--- config.mk ---
export PLATFORM = sky130hd
export DESIGN_NAME = minute_hand_decoder
export DESIGN_NICKNAME = d
export VERILOG_FILES = /design/src/rtl/clock_pkg.sv /design/src/rtl/minute_clock_sync.sv /design/src/rtl/minute_hand_decoder.sv
export SDC_FILE = /design/constraint.sdc
export NUM_CORES = 1
export LEC_CHECK = 0
export ABC_AREA = 1
export BUFFER_PORTS_ARGS = -buffer_cell sky130_fd_sc_hd__buf_4
export CAP_MARGIN = 20
export CORE_ASPECT_RATIO = 1.2
export CORE_UTILIZATION = 47
export CTS_CLUSTER_DIAMETER = 200
export DETAILED_ROUTE_END_ITERATION = 16
export GPL_TIMING_DRIVEN = 1
export PLACE_DENSITY = 0.77
export SETUP_SLACK_MARGIN = 0.15
export SLEW_MARGIN = 5
export SYNTH_ARGS = -nofsm -noshare
export SYNTH_HDL_FRONTEND = slang
export SYNTH_SLANG_ARGS = --single-unit
--- constraint.sdc ---
create_clock -name systemClock -period 4.13 [get_ports systemClock]
set_input_delay 0.2065 -clock systemClock [delete_from_list [all_inputs] [get_ports systemClock]]
set_output_delay 0.2065 -clock systemClock [all_outputs]
set_load 0.01 [all_outputs]
--- src/rtl/clock_pkg.sv ---
// Shared dial constants, widths, FSM state type and the hour-hand position helper
// for the minute-clock consumer.
package clock_pkg;

   localparam int MINUTES_PER_HOUR      = 60;
   localparam int HOURS_PER_DIAL        = 12;
   localparam int MINUTES_PER_HOUR_STEP = 12;
   localparam int MINUTE_W              = 6;
   localparam int HOUR_W                = 4;
   localparam int TICKS_PER_HOUR        = MINUTES_PER_HOUR / MINUTES_PER_HOUR_STEP;

   typedef enum logic [0:0] {
      RUN = 1'b0,
      ARM = 1'b1
   } state_e;

   // The hour hand creeps one tick every MINUTES_PER_HOUR_STEP minutes; worst case 11*5+4 = 59 fits in 6 bits.
   function automatic logic [MINUTE_W-1:0] hand_pos(input logic [HOUR_W-1:0]   hour,
                                                    input logic [MINUTE_W-1:0] minute);
      logic [MINUTE_W-1:0] base_s;
      base_s = MINUTE_W'(hour) * MINUTE_W'(TICKS_PER_HOUR);
      return base_s + (minute / MINUTE_W'(MINUTES_PER_HOUR_STEP));
   endfunction

endpackage

--- src/rtl/minute_clock_sync.sv ---
// Brings the asynchronous minute square wave into the system clock domain and flags its rising edge.
// Optional glitch filter selected by MINUTE_CLOCK_FILTER_EN.
module minute_clock_sync #(
   parameter int SYNC_STAGES   = 2,
   parameter int FILTER_CYCLES = 4
) (
   input  logic clk,
   input  logic rst_n,
   input  logic minute_clock,
   output logic lvl,
   output logic rise
);

   if (SYNC_STAGES < 2 || SYNC_STAGES > 4) begin : g_bad_sync
      $error("minute_clock_sync: SYNC_STAGES must be in 2..4");
   end
   if (FILTER_CYCLES < 1) begin : g_bad_filter
      $error("minute_clock_sync: FILTER_CYCLES must be at least 1");
   end

   logic [SYNC_STAGES-1:0] sync_r;
   logic                   lvl_s;
   logic                   lvl_prev_r;

   // Synchronizer chain; resets high so a wave already high at reset never looks like a rise.
   always_ff @(posedge clk or negedge rst_n) begin
      if (!rst_n) begin
         sync_r <= {SYNC_STAGES{1'b1}};
      end else begin
         sync_r <= {sync_r[SYNC_STAGES-2:0], minute_clock};
      end
   end

`ifdef MINUTE_CLOCK_FILTER_EN
   localparam int CNT_W = $clog2(FILTER_CYCLES + 1);

   logic [CNT_W-1:0] cnt_r;
   logic             lvl_r;

   // Level only flips after FILTER_CYCLES consecutive disagreeing samples.
   always_ff @(posedge clk or negedge rst_n) begin
      if (!rst_n) begin
         lvl_r <= 1'b1;
         cnt_r <= {CNT_W{1'b0}};
      end else if (sync_r[SYNC_STAGES-1] != lvl_r) begin
         if (cnt_r == CNT_W'(FILTER_CYCLES - 1)) begin
            lvl_r <= ~lvl_r;
            cnt_r <= {CNT_W{1'b0}};
         end else begin
            cnt_r <= cnt_r + CNT_W'(1);
         end
      end else begin
         cnt_r <= {CNT_W{1'b0}};
      end
   end

   assign lvl_s = lvl_r;
`else
   assign lvl_s = sync_r[SYNC_STAGES-1];
`endif

   // Previous filtered level for edge detection.
   always_ff @(posedge clk or negedge rst_n) begin
      if (!rst_n) begin
         lvl_prev_r <= 1'b1;
      end else begin
         lvl_prev_r <= lvl_s;
      end
   end

   assign lvl  = lvl_s;
   assign rise = lvl_s & ~lvl_prev_r;

endmodule

--- src/rtl/minute_hand_decoder.sv ---
// Minute/hour dial counter driven by the synchronized minute wave, with a valid/ready time-load port.
// Build option: MINUTE_CLOCK_FILTER_EN enables the glitch filter in minute_clock_sync.
module minute_hand_decoder
   import clock_pkg::*;
#(
   parameter int SYNC_STAGES   = 2,
   parameter int FILTER_CYCLES = 4
) (
   input  logic                systemClock,
   input  logic                resetN,
   input  logic                minuteClock,
   input  logic                setValid,
   output logic                setReady,
   input  logic [MINUTE_W-1:0] setMinute,
   input  logic [HOUR_W-1:0]   setHour,
   output logic [MINUTE_W-1:0] minuteOut,
   output logic [HOUR_W-1:0]   hourOut,
   output logic [MINUTE_W-1:0] hourHandPos,
   output logic                minuteTick,
   output logic                hourTick,
   output logic                setError
);

   logic                lvl_s;
   logic                rise_s;
   logic                xfer_s;
   logic                in_range_s;
   state_e              state_r, state_nx_s;
   logic [MINUTE_W-1:0] minute_r, minute_nx_s;
   logic [HOUR_W-1:0]   hour_r, hour_nx_s;
   logic [MINUTE_W-1:0] pos_r;
   logic                minute_tick_r, minute_tick_nx_s;
   logic                hour_tick_r, hour_tick_nx_s;
   logic                set_error_r, set_error_nx_s;
   logic                set_ready_r;

   minute_clock_sync #(
      .SYNC_STAGES  (SYNC_STAGES),
      .FILTER_CYCLES(FILTER_CYCLES)
   ) u_sync (
      .clk         (systemClock),
      .rst_n       (resetN),
      .minute_clock(minuteClock),
      .lvl         (lvl_s),
      .rise        (rise_s)
   );

   assign xfer_s     = setValid & set_ready_r;
   assign in_range_s = (setMinute <= MINUTE_W'(MINUTES_PER_HOUR - 1)) &&
                       (setHour   <= HOUR_W'(HOURS_PER_DIAL - 1));

   // Next state: a load beats a simultaneous rise; ARM waits for the wave to be seen low.
   always_comb begin
      state_nx_s       = state_r;
      minute_nx_s      = minute_r;
      hour_nx_s        = hour_r;
      minute_tick_nx_s = 1'b0;
      hour_tick_nx_s   = 1'b0;
      set_error_nx_s   = 1'b0;
      case (state_r)
         RUN: begin
            if (xfer_s) begin
               if (in_range_s) begin
                  minute_nx_s = setMinute;
                  hour_nx_s   = setHour;
                  state_nx_s  = ARM;
               end else begin
                  set_error_nx_s = 1'b1;
               end
            end else if (rise_s) begin
               minute_tick_nx_s = 1'b1;
               if (minute_r == MINUTE_W'(MINUTES_PER_HOUR - 1)) begin
                  minute_nx_s    = {MINUTE_W{1'b0}};
                  hour_tick_nx_s = 1'b1;
                  if (hour_r == HOUR_W'(HOURS_PER_DIAL - 1)) begin
                     hour_nx_s = {HOUR_W{1'b0}};
                  end else begin
                     hour_nx_s = hour_r + HOUR_W'(1);
                  end
               end else begin
                  minute_nx_s = minute_r + MINUTE_W'(1);
               end
            end else begin
               state_nx_s = RUN;
            end
         end
         ARM: begin
            if (!lvl_s) begin
               state_nx_s = RUN;
            end else begin
               state_nx_s = ARM;
            end
         end
         default: begin
            state_nx_s = RUN;
         end
      endcase
   end

   // State, counters and all outputs are registered together.
   always_ff @(posedge systemClock or negedge resetN) begin
      if (!resetN) begin
         state_r       <= RUN;
         minute_r      <= {MINUTE_W{1'b0}};
         hour_r        <= {HOUR_W{1'b0}};
         pos_r         <= {MINUTE_W{1'b0}};
         minute_tick_r <= 1'b0;
         hour_tick_r   <= 1'b0;
         set_error_r   <= 1'b0;
         set_ready_r   <= 1'b1;
      end else begin
         state_r       <= state_nx_s;
         minute_r      <= minute_nx_s;
         hour_r        <= hour_nx_s;
         pos_r         <= hand_pos(hour_nx_s, minute_nx_s);
         minute_tick_r <= minute_tick_nx_s;
         hour_tick_r   <= hour_tick_nx_s;
         set_error_r   <= set_error_nx_s;
         set_ready_r   <= (state_nx_s == RUN);
      end
   end

   assign setReady    = set_ready_r;
   assign minuteOut   = minute_r;
   assign hourOut     = hour_r;
   assign hourHandPos = pos_r;
   assign minuteTick  = minute_tick_r;
   assign hourTick    = hour_tick_r;
   assign setError    = set_error_r;

endmodule

==> flow_summary.yaml, run 1 <==
sta:
  fin_ws_ps: 971.2
  slew_headroom: 0.7667
  fin_skew_ps: 17.26
  max_freq_mhz: 316.6
  tightest_slew_ps: 350.0
  fin_crit_sh: 0.7648
  final-hold-violation-count: 0
  setup_viol: 0
  setup_tns_ps: 0
  drv_slew: 0
  rsz0062_at_grt: "no"
  period_minus_slack_ps: 3159
clock_tree:
  cts_tree: "built"
  cts-buffers-inserted: 3
  insertion_delay_ps: 310
  cts.path.max_buffers: 2
  cts_root_buf: "clkbuf_4"
  cts_resized: 0
  cts.sinks: 24
  h-tree-depth: 1
  path_clk_slew_ps: 130
synth:
  ys_warn_count: 0
  ys_ff_latch: 24
  ys_top_cells_by_area: "dfrtp_1 33%, ha_1 11%, nand2_1 10%"
  syn_area_per_cell_um2: 7.972
  synth_largest_area_cell: "dfrtp_1"
  synth_cells: 191
  synth_cell_type_count: 23
  synth_top_area_frac: 0.3287
  yosysSeqAreaShare: 0.3977
  synth.net_count: 219
  synth_area_mm2: 0.001523
route:
  dr.pass1.iters: 4
  drt-wirelength-per-cell_um: 12.04
  ant_nets: 0
  drc: 0
  drt_iter0_markers: 38
  vias_per_cell: 5.079
  routed_wl_um: 3203
  vias: 1351
setup_path:
  cp_data_required_time_ps: 4360
  cp_max_fo: 6
  cp_slowest_cell: "fa_1"
  arrival_ps: 3390
  critPathLaunchType: "flip-flop"
  cpMostUsedCell: "nand2_1"
  cp-end-kind: "flip-flop"
  critical_path_class: "reg -> reg"
  r2r_cells: 17
  rrSetupSlack_ps: 970
  rr_endpoint: "hourHandPos[5]"
  r2r_start: "minuteOut[0]"
  crit_path_max_incr_delay_ps: 460
  path_cells: "ha_1 > nand2_1 > inv_1 > nand3_2 > inv_2 > nand2_1 > a21oi_1 > o221ai_1 > ha_1 > ha_1 > fa_1 > nand3_1 > nand2_1 > xor2_1 > nand3_1 > nand2_1 > inv_1"
die:
  placement_rows: 22
  fp.dieH_um: 64.35
  coreArea_mm2: 0.003083
  io_pins: 34
  start_util: 0.4939
  dieWidth_um: 53.96
  die_area_mm2: 0.003472
pwr:
  powerDensity_mw_per_mm2: 668.2
  vdd_drop_max_v: 0.0004431
  total_power_mw: 1.244
  p_leak_nw: 1.048
grt:
  track_usage: 0.2103
  grt_max_degree: 25
  grt_pass1_vias: 1264
  grt_overflow: 0
  grt_pass1_wl_um: 5271
  grt_antenna_before_repair: 0
cells_and_area:
  fin_cells: 266
  finalInstanceArea_mm2: 0.001862
  final_cell_mix: "42 x nand2_1, 33 x buf_4, 22 x inv_1"
  diodes: 0
  syn_to_final_growth_pct: 22.27
  drive_above_1_share: 0.3130
  final_nets: 259
  layout_commonest_cell: "nand2_1"
placed_design:
  dp_cells: 260
  port-buffer-count: 33
  place_area_mm2: 0.001815
  dp_slack_ps: 982.9
  hpwl_um: 2610
  place_congestion: 0.9230
worst_hold_path:
  holdPathStages: 3
  holdPathEnd: "minuteOut[0]"
  hold_path_startpoint: "setMinute[0]"
  worstHoldPathType: "in -> reg"
run_status:
  status: "finished clean"
flow_run:
  maxCapViolCount: 0
-- kinds of logic (layout without fill, tap and decap cells) --
logic type,after synthesis,after routing,share of synthesized area
AO/OA/AOI/OAI,18,18,0.07067
XOR/XNOR,3,3,0.01726
adder cells (fa/ha/maj),14,14,0.1200
buffers and inverters,30,69,0.07395
flip-flops,24,24,0.3977
AND/OR/NAND/NOR,102,102,0.3205
-- power breakdown --
part           internal, mW  switching (mW)  leakage, nW
Clock                0.0376          0.0651       0.0150
Combinational         0.321           0.414        0.747
Sequential            0.329          0.0775        0.286
Total                 0.687           0.557         1.05
-- sequential cells by signal, indices dropped and copies added (netlist names), 2 cells and up --
| register | cells |
|---|---|
| u_sync.sync_r | 2 |
| hourOut | 4 |
| minuteOut | 6 |
| hourHandPos | 6 |
-- repair_timing --
item / 4_1_cts / 5_1_grt
hold buffers: 2 / 0
endpoints found under the hold margin: 21 / 0
setup buffers: 0 / 0
-- synth_stat cells --
cell type / instances
nor2_2: 7
o211ai_1: 1
xor2_1: 3
nor2_4: 2
a21oi_1: 6
inv_2: 8
dfrtp_1: 20
ha_1: 13
fa_1: 1
o221ai_1: 1
o21ai_0: 3
o21ai_1: 4
o21ai_2: 1
dfstp_2: 4
nor2_1: 16
a21oi_2: 1
nand4_1: 5
nand2_2: 10
nand2_1: 42
nand3_2: 2
nand3_1: 18
a21o_2: 1
inv_1: 22
-- worst max-delay path: cells and delay by family (launching register included) --
kind | cells | cell delay [ps]
and+or+nand+nor | 7 | 600
adders and majority gates | 4 | 1330
AOI/OAI and AO/OA | 2 | 330
xor gates and xnor gates | 1 | 160
DFF | 1 | 440
buffers and inverters | 3 | 220
-- metal layers --
layer / GRT usage / up-vias / wire [µm]
met5: 0 / - / 0
met4: 0.07895 / 0 / 67
met3: 0.03810 / 8 / 136
met2: 0.3426 / 43 / 1568
met1: 0.2678 / 609 / 1430
li1: - / 691 / -
-- per-stage QoR --
| stage | hold WS (ps) | utilization |
|---|---|---|
| after detailed placement | 123.5 | 0.5889 |
| after floorplan | -89.09 | - |
| after global routing | 146.2 | 0.6039 |
| after CTS | 124.6 | 0.6039 |
| final | 125.9 | 0.6039 |
| after global placement | 122.8 | 0.5889 |
-- area by class of cell --
class	count	area, µm²
Sequential cell	24	605.6
Clock buffer	4	26.28
Inverter	30	112.6
Timing Repair Buffer	35	267.8
Multi-Input combinational cell	137	804.5
Fill cell	282	1221
Tap cell	36	45.04
-- worst max-delay path by stage --
| stage | start | to | cells past startpoint |
|---|---|---|---|
| after global routing | minuteOut[0] | hourHandPos[5] | 18 |
| final | minuteOut[0] | hourHandPos[5] | 17 |
| after detailed placement | minuteOut[0] | hourHandPos[5] | 17 |
| after floorplan | minuteOut[0] | hourHandPos[5] | 17 |
| after global placement | minuteOut[0] | hourHandPos[5] | 17 |
| after CTS | minuteOut[0] | hourHandPos[5] | 17 |
Power figures use the tool's default switching activity.
==> run 2: changes to the inputs <==
==> constraint.sdc (replaced) <==
create_clock -name systemClock -period 3.2 [get_ports systemClock]
set_input_delay 0.16 -clock systemClock [delete_from_list [all_inputs] [get_ports systemClock]]
set_output_delay 0.16 -clock systemClock [all_outputs]
set_load 0.01 [all_outputs]
==> flow_summary.yaml, run 2 (synthesis results as in run 1) <==
run_status:
  status: "finished clean"
grt:
  grt_pass1_wl_um: 5554
  grt_max_degree: 25
  grt.busiest_layer: "met2"
  grt_overflow: 0
  track_usage: 0.2216
  grt_antenna_before_repair: 0
  met2_usage: 0.3333
  grt_pass1_vias: 1230
  met1_usage: 0.3196
  grt_util_met3: 0.03095
placed_design:
  dp_slack_ps: 23.48
  hpwl_um: 2627
  place_congestion: 0.9267
  port-buffer-count: 33
pwr:
  pwr-share-seq: 0.273
  power_frac_clock: 0.073
  powerDensity_mw_per_mm2: 909.7
  p_int_mw: 1.056
  p_sw_mw: 0.8335
  p_comb_frac: 0.654
  p_leak_nw: 1.108
  total_power_mw: 1.889
  sw_frac_of_total: 0.4411
  vdd_drop_max_v: 0.0006158
clock_tree:
  cts-buffers-inserted: 3
  insertion_delay_ps: 320
  cts.sinks: 24
  cts_root_buf: "clkbuf_4"
  path_clk_slew_ps: 140
  cts_tree: "built"
  cts.path.max_buffers: 2
  h-tree-depth: 1
sta:
  period_minus_slack_ps: 2967
  fin_crit_sh: 0.9273
  tightest_slew_ps: 305.4
  setup_tns_ps: 0
  slew_headroom: 0.7964
  fin_skew_ps: 14.11
  max_freq_mhz: 337.0
  setup_viol: 0
  fin_ws_ps: 232.7
  hold_slack_ps: 74.14
  rsz0062_at_grt: "yes"
  final-hold-violation-count: 0
  drv_slew: 0
setup_path:
  cp.buffers_inverters: 6
  crit_path_max_incr_delay_ps: 570
  cp_slowest_cell: "dfstp_2"
  cp-end-kind: "flip-flop"
  arrival_ps: 3200
  cp_data_required_time_ps: 3430
  path_cells: "inv_2 > nor2_4 > nand3_4 > nand2_2 > inv_2 > nor2_2 > o211ai_1 > buf_4 > buf_4 > ha_2 > ha_4 > fa_2 > nand3_2 > nand2_2 > xor2_2 > inv_1 > nand2_1 > nand2_1 > inv_1"
  critical_path_class: "reg -> reg"
  crit_family: "adder cells"
  cp_max_fo: 5
  critPathLaunchType: "flip-flop"
route:
  drt-wirelength-per-cell_um: 12.90
  drt_iter0_markers: 54
  routed_wl_um: 3599
  drc: 0
  ant_nets: 0
  vias: 1475
  vias_per_cell: 5.287
  dr.pass1.iters: 4
die:
  fp.dieH_um: 64.35
  io_pins: 34
  coreArea_mm2: 0.003083
  die_area_mm2: 0.003472
  start_util: 0.4939
  dieWidth_um: 53.96
  placement_rows: 22
cells_and_area:
  layout_commonest_cell: "buf_4"
  final_nets: 272
  syn_to_final_growth_pct: 36.40
  drive_above_1_share: 0.4239
  diodes: 0
  final_cell_mix: "46 x buf_4, 39 x nand2_1, 22 x inv_1"
  final_util: 0.6737
flow_run:
  maxCapViolCount: 0
worst_hold_path:
  worstHoldPathType: "in -> reg"
## run 2: final timing paths
check                                      start               end  slack (ps)  cells after the start
worst max register to register  u_sync.sync_r[1]    hourHandPos[5]         230                     19
worst max-delay path            u_sync.sync_r[1]    hourHandPos[5]         230                     19
max in group asynchronous                 resetN  u_sync.sync_r[0]        2640                      2
min in group asynchronous                 resetN          hourTick         260                      2
worst min-delay path                setMinute[1]      minuteOut[1]          70                      3
worst min register to register  u_sync.sync_r[0]  u_sync.sync_r[1]         370                      0
## run 2: per-layer routing
metal,share of wire,wire length [µm]
met5,0,0
met4,0.013,48
met3,0.033,119
met2,0.51,1850
met1,0.44,1581
## run 2: through the flow
stage	std cells	instance area, µm²
detailed placement	262	1831
global route	279	2077
CTS	271	1913
finish	279	2077
floorplan	191	1523
global placement	262	1831
## run 2: worst reg2reg max path, cell delays in order (launching register included)
cell      delay [ps]
dfstp_2          570
inv_2             50
nor2_4           190
nand3_4          120
nand2_2           90
inv_2             50
nor2_2           110
o211ai_1         140
buf_4            170
buf_4            130
ha_2             190
ha_4             170
fa_2             400
nand3_2           80
nand2_2           60
xor2_2           170
inv_1             50
nand2_1           40
nand2_1           60
inv_1             40
## run 2: what timing repair did
item,4_1_cts,5_1_grt
setup buffers,3,8
gates resized for setup,2,21
hold buffers,2,0
endpoints found under the hold margin,21,0
pin swaps,1,18
setup endpoints to repair,1,1
## run 2: cell type report
type	count	area, µm²
tap	36	45.04
multi-input combinational	137	918.4
clock buffer	4	26.28
timing repair buffer	48	365.4
inverter	30	115.1
sequential	24	606.8
fill	257	1006
## run 2: power groups by stage
| stage | sequential, mW | combinational (mW) | clock, mW |
|---|---|---|---|
| finish | 0.516 | 1.24 | 0.138 |
| global route | 0.528 | 1.38 | 0.154 |
| CTS | 0.512 | 1.03 | 0.144 |
| detailed placement | 0.528 | 0.972 | 0 |
| global placement | 0.526 | 0.953 | 0 |
| floorplan | 0.564 | 0.579 | 0 |
